==> src/rtl/fetch_stage.sv <==
// Instruction-fetch stage: owns the PC, addresses the instruction memory and
// loads the IF/ID register, with stall, redirect/flush and misaligned-target flag.
module fetch_stage #(
  parameter int unsigned     PC_W     = 32,
  parameter int unsigned     IMEM_AW  = 6,
  parameter logic [31:0]     NOP_INST = 32'h0000_0033,
  parameter logic [PC_W-1:0] RESET_PC = '0
) (
  input  logic               clk,
  input  logic               rst,
  input  logic               stall,
  input  logic               redirect,
  input  logic [PC_W-1:0]    redirect_pc,
  output logic [IMEM_AW-1:0] imem_addr,
  input  logic [31:0]        imem_data,
  output logic [31:0]        if_id_inst,
  output logic [PC_W-1:0]    if_id_pc,
  output logic [PC_W-1:0]    if_id_pc_plus4,
  output logic               if_id_valid,
  output logic               misalign_err,
  output logic [31:0]        fetch_count
);

  logic [PC_W-1:0] pc_q, pc_d;
  logic [PC_W-1:0] pc_plus4;
  logic [31:0]     inst_q, inst_d;
  logic [PC_W-1:0] ipc_q, ipc_d;
  logic [PC_W-1:0] ipc4_q, ipc4_d;
  logic            valid_q, valid_d;
  logic            mis_q, mis_d;
  logic [31:0]     cnt_q, cnt_d;

  assign pc_plus4  = pc_q + PC_W'(4);
  assign imem_addr = pc_q[IMEM_AW+1:2];

  always_comb begin
    pc_d    = pc_q;
    inst_d  = inst_q;
    ipc_d   = ipc_q;
    ipc4_d  = ipc4_q;
    valid_d = valid_q;
    mis_d   = mis_q;
    cnt_d   = cnt_q;
    if (redirect) begin
      // Redirect beats stall; the word-aligned target is fetched regardless of low bits.
      pc_d    = {redirect_pc[PC_W-1:2], 2'b00};
      inst_d  = NOP_INST;
      valid_d = 1'b0;
      mis_d   = mis_q | (|redirect_pc[1:0]);
    end else if (!stall) begin
      pc_d    = pc_plus4;
      inst_d  = imem_data;
      ipc_d   = pc_q;
      ipc4_d  = pc_plus4;
      valid_d = 1'b1;
      cnt_d   = cnt_q + 32'd1;
    end
  end

  always_ff @(posedge clk) begin
    if (rst) begin
      pc_q    <= RESET_PC;
      inst_q  <= NOP_INST;
      ipc_q   <= '0;
      ipc4_q  <= '0;
      valid_q <= 1'b0;
      mis_q   <= 1'b0;
      cnt_q   <= '0;
    end else begin
      pc_q    <= pc_d;
      inst_q  <= inst_d;
      ipc_q   <= ipc_d;
      ipc4_q  <= ipc4_d;
      valid_q <= valid_d;
      mis_q   <= mis_d;
      cnt_q   <= cnt_d;
    end
  end

  assign if_id_inst     = inst_q;
  assign if_id_pc       = ipc_q;
  assign if_id_pc_plus4 = ipc4_q;
  assign if_id_valid    = valid_q;
  assign misalign_err   = mis_q;
  assign fetch_count    = cnt_q;

endmodule

==> config.mk <==
export PLATFORM = sky130hd
export DESIGN_NAME = fetch_stage
export DESIGN_NICKNAME = d
export VERILOG_FILES = /design/src/rtl/fetch_stage.sv
export SDC_FILE = /design/constraint.sdc
export NUM_CORES = 1
export LEC_CHECK = 0
export ABC_AREA = 1
export BUFFER_PORTS_ARGS = -buffer_cell sky130_fd_sc_hd__buf_2
export CAP_MARGIN = 20
export CORE_UTILIZATION = 47
export DETAILED_ROUTE_END_ITERATION = 10
export PLACE_DENSITY_LB_ADDON = 0.25
export SYNTH_ARGS = -nofsm -noshare
export SYNTH_HDL_FRONTEND = slang
export SYNTH_SLANG_ARGS = --single-unit
==> constraint.sdc <==
create_clock -name clk -period 1.45 [get_ports clk]
set_input_delay 0.2175 -clock clk [delete_from_list [all_inputs] [get_ports clk]]
set_output_delay 0.2175 -clock clk [all_outputs]
set_load 0.01 [all_outputs]
==> results of run 1 <==
[worst min path at each step]
stage	endpoint	from	slack, ns
2_1_floorplan	if_id_inst[0]$_SDFFE_PP1N_	imem_data[0]	0.33
3_3_place_gp	if_id_inst[5]$_SDFFE_PP1N_	imem_data[5]	0.42
3_5_place_dp	if_id_inst[5]$_SDFFE_PP1N_	imem_data[5]	0.42
4_1_cts	if_id_inst[1]$_SDFFE_PP1N_	imem_data[1]	0.0009
5_1_grt	if_id_inst[8]$_SDFFE_PP0N_	imem_data[8]	0.02
6_report	if_id_inst[1]$_SDFFE_PP1N_	imem_data[1]	0.007
[worst register-to-register path: stages, from the launching register on]
cell and delay, ns:
sky130_fd_sc_hd__dfxtp_2 0.35, sky130_fd_sc_hd__ha_4 0.15, sky130_fd_sc_hd__nand2_4 0.06, sky130_fd_sc_hd__nor2_4 0.16, sky130_fd_sc_hd__nand2_4 0.11, sky130_fd_sc_hd__nor2_4 0.15
sky130_fd_sc_hd__buf_4 0.13, sky130_fd_sc_hd__a21oi_1 0.05, sky130_fd_sc_hd__o21ai_1 0.09, sky130_fd_sc_hd__a21oi_1 0.09
[per-stage QoR]
| stage | util (%) | area [µm²] | hold slack, ns | std cells | total power [mW] |
|---|---|---|---|---|---|
| CTS | 63.6 | 9210 | 0.000885 | 1455 | 10.1 |
| global route | 66.2 | 9590 | 0.0202 | 1461 | 10.4 |
| floorplan | - | 6940 | 0.331 | 1013 | 5.14 |
| global placement | 58.9 | 8530 | 0.420 | 1419 | 5.56 |
| detailed placement | 58.9 | 8530 | 0.422 | 1419 | 5.57 |
| finish | 66.2 | 9590 | 0.00730 | 1461 | 10.0 |
[registers in the layout, indices dropped and copies added, names as in the netlist]
register / cells
misalign_err: 1
if_id_pc: 30
if_id_valid: 1
if_id_pc_plus4: 30
fetch_count: 32
pc_q: 30
if_id_inst: 32
[logic make-up (layout without fill, tap and decap cells)]
kind of cell	Yosys count	in the layout	share of synthesized area, %
and+or+nand+nor	482	482	28.7
AOI/OAI and AO/OA	209	209	15.4
DFF	156	156	45.1
buffers and inverters	149	413	9.01
xor gates and xnor gates	11	11	1.39
adders and majority gates	2	2	0.361
other	1	4	0.0541
[cell usage after synthesis, types with 2 or more instances]
library cell	number	area share (%)
sky130_fd_sc_hd__nor3_4	2	0.47
sky130_fd_sc_hd__o21ai_0	74	5.3
sky130_fd_sc_hd__ha_1	2	0.36
sky130_fd_sc_hd__xor2_1	7	0.88
sky130_fd_sc_hd__nor3_1	4	0.29
sky130_fd_sc_hd__nand2_1	296	16
sky130_fd_sc_hd__nor2_4	3	0.49
sky130_fd_sc_hd__clkbuf_1	31	1.7
sky130_fd_sc_hd__buf_4	10	1.1
sky130_fd_sc_hd__nor2_1	114	6.2
sky130_fd_sc_hd__dfxtp_1	156	45
sky130_fd_sc_hd__buf_2	10	0.72
sky130_fd_sc_hd__inv_1	93	5.0
sky130_fd_sc_hd__a31oi_1	8	0.72
sky130_fd_sc_hd__a22o_1	2	0.25
sky130_fd_sc_hd__nand3_1	39	2.8
sky130_fd_sc_hd__nand4_1	7	0.63
sky130_fd_sc_hd__buf_6	2	0.33
sky130_fd_sc_hd__xnor2_1	4	0.51
sky130_fd_sc_hd__a21oi_1	122	8.8
sky130_fd_sc_hd__nor2_2	9	0.81
sky130_fd_sc_hd__nand2_2	3	0.27
[final cells by class]
cell class | count | area share [%]
tap | 184 | 2.40
timing repair buffer | 286 | 17.9
clock inverter | 12 | 1.53
multi-input combinational | 708 | 36.7
inverter | 95 | 3.72
clock buffer | 20 | 4.66
sequential | 156 | 33.0
[where the power goes]
part	leakage [nW]	internal [mW]	switching, mW
logic	2.70	0.400	0.562
registers	1.29	4.45	0.112
clock network	0.286	2.74	1.77
total	4.27	7.58	2.45
[layer usage]
metal	vias up	GRT usage, %	routed length [µm]
li1	3720	-	-
met1	3355	30.9	8690
met2	219	46.1	9800
met3	53	6.41	1090
met4	0	10.5	595
met5	-	0	0
[what timing repair did]
action	CTS	global route
hold buffers	3	0
hold endpoints to repair	3	0
setup buffers	1	6
gates resized for setup	18	126
endpoints found under the setup margin	44	73
pin swaps	7	32
==> report_table.html, run 1 <==
<table>
<tr><th>Metric</th><th>Value</th></tr>
<tr><th colspan="2">Outcome</th></tr>
<tr><td>Outcome</td><td>finished with violations</td></tr>
<tr><td>Violations in the final reports</td><td>setup timing</td></tr>
<tr><th colspan="2">GRT</th></tr>
<tr><td>Initial antenna violation count</td><td>0</td></tr>
<tr><td>Global route overflow</td><td>0</td></tr>
<tr><td>Via count of the first global-routing pass</td><td>6775</td></tr>
<tr><td>First-pass GRT wire length</td><td>31200 µm</td></tr>
<tr><td>Maximum number of pins on one net before global-route repair</td><td>56</td></tr>
<tr><td>Total track usage</td><td>26.4%</td></tr>
<tr><th colspan="2">Layout</th></tr>
<tr><td>Antenna diodes</td><td>0</td></tr>
<tr><td>Fillcell total</td><td>1312</td></tr>
<tr><td>Leading cell types in the layout, fill and taps excluded</td><td>sky130_fd_sc_hd__nand2_1 (278), sky130_fd_sc_hd__buf_2 (199), sky130_fd_sc_hd__dfxtp_1 (128)</td></tr>
<tr><td>Multi-input gate area in the final layout</td><td>3520 µm²</td></tr>
<tr><td>Sequential cell area</td><td>3170 µm²</td></tr>
<tr><td>Fraction of layout instances using a drive strength above 1</td><td>34.1%</td></tr>
<tr><td>Most common cell after layout, fill and taps aside</td><td>sky130_fd_sc_hd__nand2_1</td></tr>
<tr><td>Number of nets at the end of the flow</td><td>1334</td></tr>
<tr><td>Synth-to-Final Area Change</td><td>38.4%</td></tr>
<tr><th colspan="2">Drt</th></tr>
<tr><td>Average wire per cell in the routed design</td><td>13.8 µm</td></tr>
<tr><td>Via count</td><td>7347</td></tr>
<tr><td>Number of optimization iterations in the first detailed-route pass</td><td>5</td></tr>
<tr><td>Final wirelength</td><td>20200 µm</td></tr>
<tr><td>DRC violations left</td><td>0</td></tr>
<tr><td>Remaining antenna violation count after routing</td><td>0</td></tr>
<tr><td>Vias per Instance</td><td>5.03</td></tr>
<tr><td>Count of routing violations after the opening detailed-route iteration</td><td>484</td></tr>
<tr><th colspan="2">STA</th></tr>
<tr><td>RSZ-0062 raised after global routing</td><td>true</td></tr>
<tr><td>Setup_tns</td><td>-0.00241 ns</td></tr>
<tr><td>Final cycle utilization of the critical path</td><td>100%</td></tr>
<tr><td>Max Slew Vio Count</td><td>0</td></tr>
<tr><td>Post-layout minimum cycle time</td><td>1.45 ns</td></tr>
<tr><td>Highest achievable clock rate</td><td>0.689 GHz</td></tr>
<tr><td>Number of endpoints failing setup at the final stage</td><td>2</td></tr>
<tr><td>Setup slack of the critical path after layout</td><td>-0.00204 ns</td></tr>
<tr><td>Setup clock skew after layout</td><td>0.00594 ns</td></tr>
<tr><td>Number of hold violations in the final report</td><td>0</td></tr>
<tr><th colspan="2">Clock network</th></tr>
<tr><td>Clock network latency to the later pin of the worst-skew pair</td><td>0.43 ns</td></tr>
<tr><td>Max H-tree Level</td><td>4</td></tr>
<tr><td>Number of buffers between clock root and the deepest sink</td><td>2</td></tr>
<tr><td>Clock tree from TritonCTS</td><td>built</td></tr>
<tr><td>Root Driver</td><td>sky130_fd_sc_hd__clkbuf_16</td></tr>
<tr><td>Clock buffer count from CTS</td><td>17</td></tr>
<tr><td>Clock Sinks</td><td>156</td></tr>
<tr><td>Clock edge transition at the registers on the reported setup and hold paths</td><td>0.06 ns</td></tr>
<tr><th colspan="2">Worst setup path</th></tr>
<tr><td>Maximum fanout count along the critical path</td><td>5</td></tr>
<tr><td>Capture instance of the worst register-to-register path</td><td>if_id_pc_plus4[14]$_SDFFE_PP0P_</td></tr>
<tr><td>Worst setup path startpoint</td><td>pc_q[2]$_SDFFE_PP0P_</td></tr>
<tr><td>CP delay by family, top</td><td>simple AND/OR/NAND/NOR gates</td></tr>
<tr><td>Arrival time worst endpoint</td><td>1.76 ns</td></tr>
<tr><td>Reg2reg path depth</td><td>9</td></tr>
<tr><td>Category of the worst setup path launch point</td><td>register</td></tr>
<tr><td>Master of the slowest instance on the critical path</td><td>sky130_fd_sc_hd__dfxtp_2</td></tr>
<tr><td>Worst Path Buf+Inv</td><td>1</td></tr>
<tr><td>Setup slack on the worst flop-to-flop path</td><td>-0.002 ns</td></tr>
<tr><td>Kind of capture point of the worst setup path</td><td>register</td></tr>
<tr><td>Total number of cells along the worst setup path</td><td>9</td></tr>
<tr><td>Delay of the slowest cell on the worst path</td><td>0.35 ns</td></tr>
<tr><td>Worst-path cell chain</td><td>ha_4 &gt; nand2_4 &gt; nor2_4 &gt; nand2_4 &gt; nor2_4 &gt; buf_4 &gt; a21oi_1 &gt; o21ai_1 &gt; a21oi_1</td></tr>
<tr><td>Critical path start-end classification</td><td>reg -&gt; reg</td></tr>
<tr><td>Required time of the critical path</td><td>1.76 ns</td></tr>
<tr><td>Destination of the critical timing path</td><td>if_id_pc_plus4[14]$_SDFFE_PP0P_</td></tr>
<tr><td>R2R Path Start</td><td>pc_q[2]$_SDFFE_PP0P_</td></tr>
<tr><th colspan="2">Worst hold path</th></tr>
<tr><td>Type of the most critical hold path</td><td>in -&gt; reg</td></tr>
<tr><td>Hold Crit Depth</td><td>3</td></tr>
<tr><th colspan="2">Floorplanning</th></tr>
<tr><td>Placeable core region</td><td>14500 µm²</td></tr>
<tr><td>Die area</td><td>15200 µm²</td></tr>
<tr><td>Std cell rows</td><td>44</td></tr>
<tr><td>Number of primary I/O pins</td><td>204</td></tr>
<tr><td>Height of the die</td><td>123 µm</td></tr>
<tr><td>Starting density of the core</td><td>47.8%</td></tr>
<tr><td>Die width</td><td>123 µm</td></tr>
<tr><th colspan="2">Placement</th></tr>
<tr><td>DPL Wire Length</td><td>14300 µm</td></tr>
<tr><td>Final weighted congestion of routability-driven global placement</td><td>0.945</td></tr>
<tr><td>Post-placement setup slack</td><td>-0.0792 ns</td></tr>
<tr><td>Count of buffers from port buffering</td><td>199</td></tr>
<tr><th colspan="2">Logic synthesis</th></tr>
<tr><td>Yosys warnings</td><td>0</td></tr>
<tr><td>Share of the yosys chip area belonging to registers</td><td>45.1%</td></tr>
<tr><td>Post-synthesis cell area</td><td>6930 µm²</td></tr>
<tr><td>Distinct cell type count of the synthesized netlist</td><td>34</td></tr>
<tr><td>Synth async-reset ratio</td><td>0%</td></tr>
<tr><td>Cell count after synthesis</td><td>1010</td></tr>
<tr><td>Most frequently used flop master after synthesis</td><td>sky130_fd_sc_hd__dfxtp_1</td></tr>
<tr><td>Register bit total from synthesis</td><td>156</td></tr>
<tr><td>Number of flops mapped to enable cells by yosys</td><td>0</td></tr>
<tr><td>Avg Inst Size Synth</td><td>6.86 µm²</td></tr>
<tr><th colspan="2">Power and ir drop</th></tr>
<tr><td>Power density cells</td><td>1050 nW/µm²</td></tr>
<tr><td>Largest vdd supply drop</td><td>0.802 mV</td></tr>
<tr><td>Leak Pwr</td><td>4.27 nW</td></tr>
<tr><th colspan="2">Job</th></tr>
<tr><td>Number of maximum-capacitance violations</td><td>0</td></tr>
</table>
(Power assumes the default switching activity.)
==> run 2, diff against run 1 <==
--- a/config.mk
+++ b/config.mk
@@ -5,11 +5,11 @@
 export SDC_FILE = /design/constraint.sdc
 export NUM_CORES = 1
 export LEC_CHECK = 0
-export ABC_AREA = 1
 export BUFFER_PORTS_ARGS = -buffer_cell sky130_fd_sc_hd__buf_2
 export CAP_MARGIN = 20
-export CORE_UTILIZATION = 47
+export CORE_UTILIZATION = 52
 export DETAILED_ROUTE_END_ITERATION = 10
+export HOLD_SLACK_MARGIN = 0.15
 export PLACE_DENSITY_LB_ADDON = 0.25
 export SYNTH_ARGS = -nofsm -noshare
 export SYNTH_HDL_FRONTEND = slang
==> constraint.sdc (replaced) <==
create_clock -name clk -period 1.5 [get_ports clk]
set_input_delay 0.225 -clock clk [delete_from_list [all_inputs] [get_ports clk]]
set_output_delay 0.225 -clock clk [all_outputs]
set_load 0.01 [all_outputs]
==> report_table.html, run 2 <==
<table>
<tr><th>Metric</th><th>Value</th></tr>
<tr><th colspan="2">Power and ir drop</th></tr>
<tr><td>Leak Pwr</td><td>5.04 nW (+18%)</td></tr>
<tr><td>Power density cells</td><td>882 nW/µm² (-16%)</td></tr>
<tr><td>Largest vdd supply drop</td><td>0.798 mV (-0.49%)</td></tr>
<tr><th colspan="2">STA</th></tr>
<tr><td>RSZ-0062 raised after global routing</td><td>true</td></tr>
<tr><td>Slew HR</td><td>62.5%</td></tr>
<tr><td>Setup clock skew after layout</td><td>0.0153 ns (+0.00935 ns)</td></tr>
<tr><td>Setup slack of the critical path after layout</td><td>-0.535 ns (-0.533 ns)</td></tr>
<tr><td>Number of endpoints failing setup at the final stage</td><td>73 (+71)</td></tr>
<tr><td>Post-layout minimum cycle time</td><td>2.04 ns (+0.583 ns)</td></tr>
<tr><td>Highest achievable clock rate</td><td>0.491 GHz (-29%)</td></tr>
<tr><td>Slew at the pin closest to its max-slew limit</td><td>0.563 ns</td></tr>
<tr><td>Setup_tns</td><td>-15.19 ns (-15.19 ns)</td></tr>
<tr><td>Number of hold violations in the final report</td><td>0 (unchanged)</td></tr>
<tr><td>Max Slew Vio Count</td><td>0 (unchanged)</td></tr>
<tr><td>Final cycle utilization of the critical path</td><td>136% (+36 points)</td></tr>
<tr><th colspan="2">Logic synthesis</th></tr>
<tr><td>Avg Inst Size Synth</td><td>8.51 µm² (+24%)</td></tr>
<tr><td>Distinct cell type count of the synthesized netlist</td><td>46 (+35%)</td></tr>
<tr><td>Yosys warnings</td><td>0 (unchanged)</td></tr>
<tr><td>Most frequently used flop master after synthesis</td><td>sky130_fd_sc_hd__dfxtp_1</td></tr>
<tr><td>Post-synthesis cell area</td><td>7060 µm² (+1.9%)</td></tr>
<tr><td>Cell count after synthesis</td><td>829 (-18%)</td></tr>
<tr><td>Number of flops mapped to enable cells by yosys</td><td>0 (unchanged)</td></tr>
<tr><td>Share of the yosys chip area belonging to registers</td><td>44.3% (-0.82 points)</td></tr>
<tr><td>Synth async-reset ratio</td><td>0% (unchanged)</td></tr>
<tr><td>Synth area leaders</td><td>sky130_fd_sc_hd__dfxtp_1 (44%), sky130_fd_sc_hd__nor2_1 (5.3%), sky130_fd_sc_hd__mux2i_1 (4.7%), sky130_fd_sc_hd__nand2_1 (4.6%), sky130_fd_sc_hd__a21oi_1 (3.8%)</td></tr>
<tr><td>Area share of the largest cell type after synthesis</td><td>44.3% (-0.82 points)</td></tr>
<tr><td>Library cell with the highest instance count after synthesis</td><td>sky130_fd_sc_hd__dfxtp_1</td></tr>
<tr><td>Register bit total from synthesis</td><td>156 (unchanged)</td></tr>
<tr><td>Post-synth top area cell</td><td>sky130_fd_sc_hd__dfxtp_1</td></tr>
<tr><td>Most used standard cells in the synthesized netlist</td><td>sky130_fd_sc_hd__dfxtp_1 (156), sky130_fd_sc_hd__nor2_1 (100), sky130_fd_sc_hd__nand2_1 (87)</td></tr>
<tr><th colspan="2">Floorplanning</th></tr>
<tr><td>Starting density of the core</td><td>53.3% (+5.4 points)</td></tr>
<tr><td>Die area</td><td>14000 µm² (-7.8%)</td></tr>
<tr><td>Placeable core region</td><td>13200 µm² (-8.5%)</td></tr>
<tr><td>Std cell rows</td><td>42 (-4.5%)</td></tr>
<tr><td>Height of the die</td><td>118 µm (-4.0%)</td></tr>
<tr><td>Number of primary I/O pins</td><td>204 (unchanged)</td></tr>
<tr><td>Die width</td><td>118 µm (-4.0%)</td></tr>
<tr><th colspan="2">Drt</th></tr>
<tr><td>DRC violations left</td><td>0 (unchanged)</td></tr>
<tr><td>Final wirelength</td><td>29600 µm (+47%)</td></tr>
<tr><td>Number of optimization iterations in the first detailed-route pass</td><td>5 (unchanged)</td></tr>
<tr><td>Vias per Instance</td><td>6.15 (+22%)</td></tr>
<tr><td>Average wire per cell in the routed design</td><td>21.0 µm (+52%)</td></tr>
<tr><td>Remaining antenna violation count after routing</td><td>0 (unchanged)</td></tr>
<tr><td>Count of routing violations after the opening detailed-route iteration</td><td>870 (+80%)</td></tr>
<tr><td>Via count</td><td>8683 (+18%)</td></tr>
<tr><th colspan="2">Worst setup path</th></tr>
<tr><td>Maximum fanout count along the critical path</td><td>6 (+1)</td></tr>
<tr><td>Reg2reg path depth</td><td>6 (-3)</td></tr>
<tr><td>Kind of capture point of the worst setup path</td><td>register</td></tr>
<tr><td>Setup slack on the worst flop-to-flop path</td><td>-0.54 ns (-0.53 ns)</td></tr>
<tr><td>Capture instance of the worst register-to-register path</td><td>if_id_pc_plus4[20]$_SDFFE_PP0P_</td></tr>
<tr><td>Category of the worst setup path launch point</td><td>register</td></tr>
<tr><td>Arrival time worst endpoint</td><td>2.36 ns (+0.60 ns)</td></tr>
<tr><td>Critical path start-end classification</td><td>reg -&gt; reg</td></tr>
<tr><td>R2R Path Start</td><td>pc_q[2]$_SDFFE_PP0P_</td></tr>
<tr><td>Required time of the critical path</td><td>1.82 ns (+0.06 ns)</td></tr>
<tr><th colspan="2">Worst hold path</th></tr>
<tr><td>Type of the most critical hold path</td><td>in -&gt; reg</td></tr>
<tr><td>Critical hold path startpoint</td><td>redirect_pc[4]</td></tr>
<tr><td>Hold worst-path end</td><td>pc_q[4]$_SDFFE_PP0P_</td></tr>
<tr><td>Hold Crit Depth</td><td>3 (unchanged)</td></tr>
<tr><th colspan="2">Layout</th></tr>
<tr><td>Leading cell types in the layout, fill and taps excluded</td><td>sky130_fd_sc_hd__buf_2 (198), sky130_fd_sc_hd__buf_4 (156), sky130_fd_sc_hd__dfxtp_1 (109)</td></tr>
<tr><td>Sequential cell area</td><td>3220 µm² (+1.7%)</td></tr>
<tr><td>Synth-to-Final Area Change</td><td>66.2%</td></tr>
<tr><td>Fraction of layout instances using a drive strength above 1</td><td>48.9% (+15 points)</td></tr>
<tr><td>Fillcell total</td><td>616 (-53%)</td></tr>
<tr><td>Number of nets at the end of the flow</td><td>1293 (-3.1%)</td></tr>
<tr><td>Multi-input gate area in the final layout</td><td>4370 µm² (+24%)</td></tr>
<tr><td>Most common cell after layout, fill and taps aside</td><td>sky130_fd_sc_hd__buf_2</td></tr>
<tr><td>Antenna diodes</td><td>0 (unchanged)</td></tr>
<tr><th colspan="2">Placement</th></tr>
<tr><td>DPL Wire Length</td><td>15400 µm (+8.0%)</td></tr>
<tr><td>Count of buffers from port buffering</td><td>199 (unchanged)</td></tr>
<tr><td>Final weighted congestion of routability-driven global placement</td><td>0.861 (-8.9%)</td></tr>
<tr><td>Post-placement setup slack</td><td>-0.539 ns (-0.459 ns)</td></tr>
<tr><th colspan="2">Job</th></tr>
<tr><td>Number of maximum-capacitance violations</td><td>0 (unchanged)</td></tr>
<tr><th colspan="2">Clock network</th></tr>
<tr><td>Root Driver</td><td>sky130_fd_sc_hd__clkbuf_16</td></tr>
<tr><td>Clock buffer count from CTS</td><td>17 (unchanged)</td></tr>
<tr><td>Clock Sinks</td><td>156 (unchanged)</td></tr>
<tr><td>Clock network latency to the later pin of the worst-skew pair</td><td>0.43 ns (about the same)</td></tr>
<tr><td>Max H-tree Level</td><td>4 (unchanged)</td></tr>
<tr><td>Number of buffers between clock root and the deepest sink</td><td>2 (unchanged)</td></tr>
<tr><td>Clock tree from TritonCTS</td><td>built</td></tr>
<tr><td>Clock edge transition at the registers on the reported setup and hold paths</td><td>0.07 ns (about the same)</td></tr>
<tr><th colspan="2">GRT</th></tr>
<tr><td>Global route overflow</td><td>0 (unchanged)</td></tr>
<tr><td>Initial antenna violation count</td><td>0 (unchanged)</td></tr>
<tr><td>Maximum number of pins on one net before global-route repair</td><td>36 (-36%)</td></tr>
<tr><td>First-pass GRT wire length</td><td>40000 µm (+28%)</td></tr>
<tr><td>Total track usage</td><td>35.9% (+9.5 points)</td></tr>
<tr><td>Via count of the first global-routing pass</td><td>7834 (+16%)</td></tr>
<tr><th colspan="2">Outcome</th></tr>
<tr><td>Violations in the final reports</td><td>setup timing</td></tr>
<tr><td>Outcome</td><td>finished with violations</td></tr>
</table>
[run 2: cell count changes after synthesis, sizes merged, moves of 28 or more]
| cell | previous run | this run |
|---|---|---|
| a21oi | 122 | 54 |
| or4 | 0 | 28 |
| o21ai | 75 | 21 |
| nand2 | 299 | 87 |
| mux2i | 0 | 33 |
| inv | 94 | 11 |
[run 2: how the worst max path moves through the flow]
stage / start / end / cells past startpoint
2_1_floorplan: pc_q[10]$_SDFFE_PP0P_ / pc_q[27]$_SDFFE_PP0P_ / 6
3_3_place_gp: pc_q[3]$_SDFFE_PP0P_ / if_id_pc_plus4[20]$_SDFFE_PP0P_ / 6
3_5_place_dp: pc_q[3]$_SDFFE_PP0P_ / if_id_pc_plus4[20]$_SDFFE_PP0P_ / 6
4_1_cts: pc_q[3]$_SDFFE_PP0P_ / pc_q[24]$_SDFFE_PP0P_ / 6
5_1_grt: pc_q[2]$_SDFFE_PP0P_ / pc_q[22]$_SDFFE_PP0P_ / 6
6_report: pc_q[2]$_SDFFE_PP0P_ / if_id_pc_plus4[20]$_SDFFE_PP0P_ / 6
[run 2: layout make-up]
class / instances / share of cell area (%)
Clock buffer: 27 / 4.46
Clock inverter: 5 / 0.672
Inverter: 11 / 0.352
Tap cell: 176 / 1.88
Timing Repair Buffer: 454 / 27.9
Sequential cell: 156 / 27.5
Multi-Input combinational cell: 583 / 37.3
[run 2: metrics by stage]
| stage | utilization [%] | area [µm²] | hold WS [ns] | power, mW | std cells |
|---|---|---|---|---|---|
| finish | 88.6 | 11700 | 0.133 | 10.3 | 1412 |
| global route | 88.6 | 11700 | 0.123 | 10.6 | 1412 |
| CTS | 84.3 | 11200 | 0.155 | 10.1 | 1396 |
| detailed placement | 71.4 | 9460 | 0.438 | 5.62 | 1286 |
| global placement | 71.4 | 9460 | 0.429 | 5.60 | 1286 |
| floorplan | - | 7480 | 0.350 | 5.13 | 832 |
[run 2: cells by family (layout without fill, tap and decap cells)]
group	Yosys count	in the layout	synth area share, %
mux	35	35	5.00
simple gates	346	349	25.2
fa+ha+maj	2	2	0.355
compound gates	158	158	14.6
xor+xnor	35	35	4.34
buf+inv	96	497	6.19
other cells	1	4	0.0531
flops	156	156	44.3
[run 2: metal layers]
metal  GRT usage (%)  part of all wire [%]  vias to the layer above
met5               0                     0                        -
met2            63.2                    49                      611
met1            42.5                    37                     4159
li1                -                     -                     3766
met3            7.43                   8.5                      147
met4            14.4                   5.4                        0
[run 2: critical path: stages, from the launching register on]
cell,delay (ns)
sky130_fd_sc_hd__dfxtp_4,0.39
sky130_fd_sc_hd__ha_4,0.14
sky130_fd_sc_hd__nand4_1,0.12
sky130_fd_sc_hd__buf_6,0.18
sky130_fd_sc_hd__or4_4,0.49
sky130_fd_sc_hd__or3_1,0.33
sky130_fd_sc_hd__a311oi_1,0.28
[run 2: where the power goes]
| part | total, mW | switching, mW | internal [mW] |
|---|---|---|---|
| combinational | 1.45 | 0.783 | 0.669 |
| sequential | 4.44 | 0.143 | 4.30 |
| clock | 4.45 | 1.73 | 2.72 |
| total | 10.3 | 2.65 | 7.69 |
[run 2: timing repair]
| item | in CTS | in global routing |
|---|---|---|
| cloned | 4 | 0 |
| gates resized for setup | 84 | 94 |
| pin swaps | 69 | 51 |
| hold buffers | 58 | 0 |
| endpoints found under the setup margin | 58 | 76 |
| setup buffers | 16 | 17 |
| endpoints found under the hold margin | 57 | 0 |
==> run 3, diff against run 2 <==
--- a/config.mk
+++ b/config.mk
@@ -5,6 +5,7 @@
 export SDC_FILE = /design/constraint.sdc
 export NUM_CORES = 1
 export LEC_CHECK = 0
+export ABC_AREA = 1
 export BUFFER_PORTS_ARGS = -buffer_cell sky130_fd_sc_hd__buf_2
 export CAP_MARGIN = 20
 export CORE_UTILIZATION = 52
==> report_table.html, run 3 (same netlist as run 1, synthesis figures left out) <==
<table>
<tr><th>Metric</th><th>Value</th></tr>
<tr><th colspan="2">Layout</th></tr>
<tr><td>Final Instance Count excl. Fillers</td><td>1466 (+3.8%)</td></tr>
<tr><td>Fillcell total</td><td>966 (+57%)</td></tr>
<tr><td>Multi-input gate area in the final layout</td><td>3460 µm² (-21%)</td></tr>
<tr><td>Antenna diodes</td><td>0 (unchanged)</td></tr>
<tr><td>Sequential cell area</td><td>3150 µm² (-2.3%)</td></tr>
<tr><td>Leading cell types in the layout, fill and taps excluded</td><td>sky130_fd_sc_hd__nand2_1 (284), sky130_fd_sc_hd__buf_2 (199), sky130_fd_sc_hd__dfxtp_1 (139)</td></tr>
<tr><td>Number of nets at the end of the flow</td><td>1351 (+4.5%)</td></tr>
<tr><td>Fraction of layout instances using a drive strength above 1</td><td>29.6% (-19 points)</td></tr>
<tr><td>Area of all placed cells without fillers</td><td>9720 µm² (-17%)</td></tr>
<tr><td>Synth-to-Final Area Change</td><td>40.3%</td></tr>
<tr><td>Most common cell after layout, fill and taps aside</td><td>sky130_fd_sc_hd__nand2_1</td></tr>
<tr><th colspan="2">Worst hold path</th></tr>
<tr><td>Hold Crit Depth</td><td>5 (+2)</td></tr>
<tr><td>Hold worst-path end</td><td>pc_q[26]$_SDFFE_PP0P_</td></tr>
<tr><td>Critical hold path startpoint</td><td>redirect_pc[26]</td></tr>
<tr><td>Type of the most critical hold path</td><td>in -&gt; reg</td></tr>
<tr><th colspan="2">Worst setup path</th></tr>
<tr><td>Reg2reg path depth</td><td>7 (+1)</td></tr>
<tr><td>Maximum fanout count along the critical path</td><td>5 (-1)</td></tr>
<tr><td>Critical path start-end classification</td><td>reg -&gt; reg</td></tr>
<tr><td>Required time of the critical path</td><td>1.82 ns (about the same)</td></tr>
<tr><td>Kind of capture point of the worst setup path</td><td>register</td></tr>
<tr><td>Capture instance of the worst register-to-register path</td><td>fetch_count[19]$_SDFFE_PP0P_</td></tr>
<tr><td>Arrival time worst endpoint</td><td>1.79 ns (-0.57 ns)</td></tr>
<tr><td>R2R Path Start</td><td>fetch_count[6]$_SDFFE_PP0P_</td></tr>
<tr><td>Category of the worst setup path launch point</td><td>register</td></tr>
<tr><td>Setup slack on the worst flop-to-flop path</td><td>0.03 ns (+0.56 ns)</td></tr>
<tr><th colspan="2">Placement</th></tr>
<tr><td>Final weighted congestion of routability-driven global placement</td><td>0.935 (+8.6%)</td></tr>
<tr><td>Count of buffers from port buffering</td><td>199 (unchanged)</td></tr>
<tr><td>Cell Area, Placed</td><td>8360 µm² (-12%)</td></tr>
<tr><td>Cell Count Post-Placement</td><td>1388 (+7.9%)</td></tr>
<tr><td>DPL Wire Length</td><td>13900 µm (-9.8%)</td></tr>
<tr><th colspan="2">STA</th></tr>
<tr><td>Number of hold violations in the final report</td><td>0 (unchanged)</td></tr>
<tr><td>Final cycle utilization of the critical path</td><td>98.2% (-38 points)</td></tr>
<tr><td>Post-layout minimum cycle time</td><td>1.47 ns (-0.563 ns)</td></tr>
<tr><td>RSZ-0062 raised after global routing</td><td>true</td></tr>
<tr><td>Max Slew Vio Count</td><td>0 (unchanged)</td></tr>
<tr><td>Setup clock skew after layout</td><td>0.00805 ns (-0.00724 ns)</td></tr>
<tr><td>Highest achievable clock rate</td><td>0.679 GHz (+38%)</td></tr>
<tr><td>Worst hold margin</td><td>0.165 ns (+0.0320 ns)</td></tr>
<tr><td>Number of endpoints failing setup at the final stage</td><td>0 (-100%)</td></tr>
<tr><td>Setup_tns</td><td>0 ns (+15.19 ns)</td></tr>
<tr><th colspan="2">Clock network</th></tr>
<tr><td>Clock tree from TritonCTS</td><td>built</td></tr>
<tr><td>Clock Sinks</td><td>156 (unchanged)</td></tr>
<tr><td>Max H-tree Level</td><td>4 (unchanged)</td></tr>
<tr><td>Clock network latency to the later pin of the worst-skew pair</td><td>0.43 ns (about the same)</td></tr>
<tr><td>Clock buffer count from CTS</td><td>17 (unchanged)</td></tr>
<tr><td>Number of buffers between clock root and the deepest sink</td><td>2 (unchanged)</td></tr>
<tr><td>Clock edge transition at the registers on the reported setup and hold paths</td><td>0.06 ns (about the same)</td></tr>
<tr><td>Root Driver</td><td>sky130_fd_sc_hd__clkbuf_16</td></tr>
<tr><th colspan="2">GRT</th></tr>
<tr><td>Total track usage</td><td>30.3% (-5.6 points)</td></tr>
<tr><td>Initial antenna violation count</td><td>0 (unchanged)</td></tr>
<tr><td>Global route overflow</td><td>0 (unchanged)</td></tr>
<tr><td>Via count of the first global-routing pass</td><td>7092 (-9.5%)</td></tr>
<tr><td>First-pass GRT wire length</td><td>33700 µm (-16%)</td></tr>
<tr><td>Maximum number of pins on one net before global-route repair</td><td>68 (+89%)</td></tr>
<tr><th colspan="2">Power and ir drop</th></tr>
<tr><td>Power density cells</td><td>1020 nW/µm² (+15%)</td></tr>
<tr><td>Sum of internal, switching and leakage power</td><td>9.90 mW (-4.3%)</td></tr>
<tr><td>Leak Pwr</td><td>4.31 nW (-14%)</td></tr>
<tr><td>Largest vdd supply drop</td><td>0.707 mV (-11%)</td></tr>
<tr><th colspan="2">Job</th></tr>
<tr><td>Number of maximum-capacitance violations</td><td>0 (unchanged)</td></tr>
<tr><th colspan="2">Floorplanning</th></tr>
<tr><td>Die area</td><td>13800 µm² (-1.8%)</td></tr>
<tr><td>Placeable core region</td><td>12800 µm² (-3.2%)</td></tr>
<tr><td>Height of the die</td><td>117 µm (-0.90%)</td></tr>
<tr><td>Std cell rows</td><td>41 (-2.4%)</td></tr>
<tr><td>Die width</td><td>117 µm (-0.90%)</td></tr>
<tr><td>Starting density of the core</td><td>54.0% (+0.73 points)</td></tr>
<tr><td>Number of primary I/O pins</td><td>204 (unchanged)</td></tr>
<tr><th colspan="2">Drt</th></tr>
<tr><td>Final wirelength</td><td>21300 µm (-28%)</td></tr>
<tr><td>Vias per Instance</td><td>5.08 (-17%)</td></tr>
<tr><td>Remaining antenna violation count after routing</td><td>0 (unchanged)</td></tr>
<tr><td>Average wire per cell in the routed design</td><td>14.6 µm (-31%)</td></tr>
<tr><td>DRC violations left</td><td>0 (unchanged)</td></tr>
<tr><td>Via count</td><td>7442 (-14%)</td></tr>
<tr><td>Count of routing violations after the opening detailed-route iteration</td><td>533 (-39%)</td></tr>
<tr><td>Number of optimization iterations in the first detailed-route pass</td><td>5 (unchanged)</td></tr>
<tr><th colspan="2">Outcome</th></tr>
<tr><td>Outcome</td><td>completed</td></tr>
</table>
-- run 3: cell types whose count changed in the layout (fill, tap and decap cells not counted), moves of 19 or more --
cell / before / now
sky130_fd_sc_hd__nand2_1: 87 / 284
sky130_fd_sc_hd__buf_4: 156 / 57
sky130_fd_sc_hd__inv_1: 11 / 91
sky130_fd_sc_hd__a21oi_1: 41 / 119
sky130_fd_sc_hd__o21ai_0: 19 / 68
sky130_fd_sc_hd__buf_6: 36 / 1
sky130_fd_sc_hd__mux2i_1: 33 / 0
sky130_fd_sc_hd__dfxtp_1: 109 / 139
sky130_fd_sc_hd__nand3_1: 10 / 36
sky130_fd_sc_hd__nor2_2: 0 / 24
sky130_fd_sc_hd__nor2_4: 1 / 22
sky130_fd_sc_hd__or4_4: 20 / 0
sky130_fd_sc_hd__nor2_1: 99 / 80
-- run 3: worst max path at each step --
stage	startpoint	end	cells past startpoint
5_1_grt	fetch_count[6]$_SDFFE_PP0P_	fetch_count[19]$_SDFFE_PP0P_	7
2_1_floorplan	fetch_count[0]$_SDFFE_PP0P_	fetch_count[24]$_SDFFE_PP0P_	8
3_3_place_gp	redirect	fetch_count[25]$_SDFFE_PP0P_	8
6_report	fetch_count[6]$_SDFFE_PP0P_	fetch_count[19]$_SDFFE_PP0P_	7
3_5_place_dp	pc_q[2]$_SDFFE_PP0P_	pc_q[14]$_SDFFE_PP0P_	8
4_1_cts	pc_q[2]$_SDFFE_PP0P_	pc_q[14]$_SDFFE_PP0P_	8
-- run 3: cell type report --
class | count | area share [%]
multi-input combinational | 708 | 35.6
timing repair buffer | 303 | 19.8
sequential | 156 | 32.4
inverter | 95 | 3.67
clock inverter | 10 | 1.43
tap | 172 | 2.21
clock buffer | 22 | 4.88
-- run 3: critical path, cell delays in order (launching register included) --
cell                      delay [ns]
sky130_fd_sc_hd__dfxtp_1        0.36
sky130_fd_sc_hd__nand2_1        0.11
sky130_fd_sc_hd__nor2_4         0.15
sky130_fd_sc_hd__nand2_2        0.09
sky130_fd_sc_hd__nor3_4         0.32
sky130_fd_sc_hd__nand2_1        0.12
sky130_fd_sc_hd__o21ai_0        0.15
sky130_fd_sc_hd__nor2_1         0.06
-- run 3: stage by stage --
stage	setup slack, ns	utilization [%]
final	0.0277	75.8
after floorplan	0.0620	-
after global routing	-0.0924	75.8
after CTS	0.00351	73.3
after global placement	0.0220	65.2
after detailed placement	-0.0410	65.2
-- run 3: report_power, final --
part,internal [mW],leakage [nW],switching (mW),total (mW)
sequential,4.30,1.28,0.107,4.41
clock,2.75,0.288,1.74,4.49
combinational,0.429,2.75,0.569,0.998
-- run 3: timing repair --
item | 4_1_cts | 5_1_grt
buffers inserted | 0 | 3
gates resized for setup | 3 | 101
endpoints found under the hold margin | 42 | 0
endpoints found under the setup margin | 15 | 72
pin swaps | 0 | 19
hold buffers | 43 | 0
-- run 3: layer usage --
| layer | track usage [%] | vias to the layer above | part of all wire, % |
|---|---|---|---|
| li1 | - | 3752 | - |
| met1 | 34.7 | 3376 | 41 |
| met2 | 53.2 | 257 | 50 |
| met3 | 8.17 | 57 | 5.9 |
| met4 | 12.2 | 0 | 3.0 |
| met5 | 0 | - | 0 |
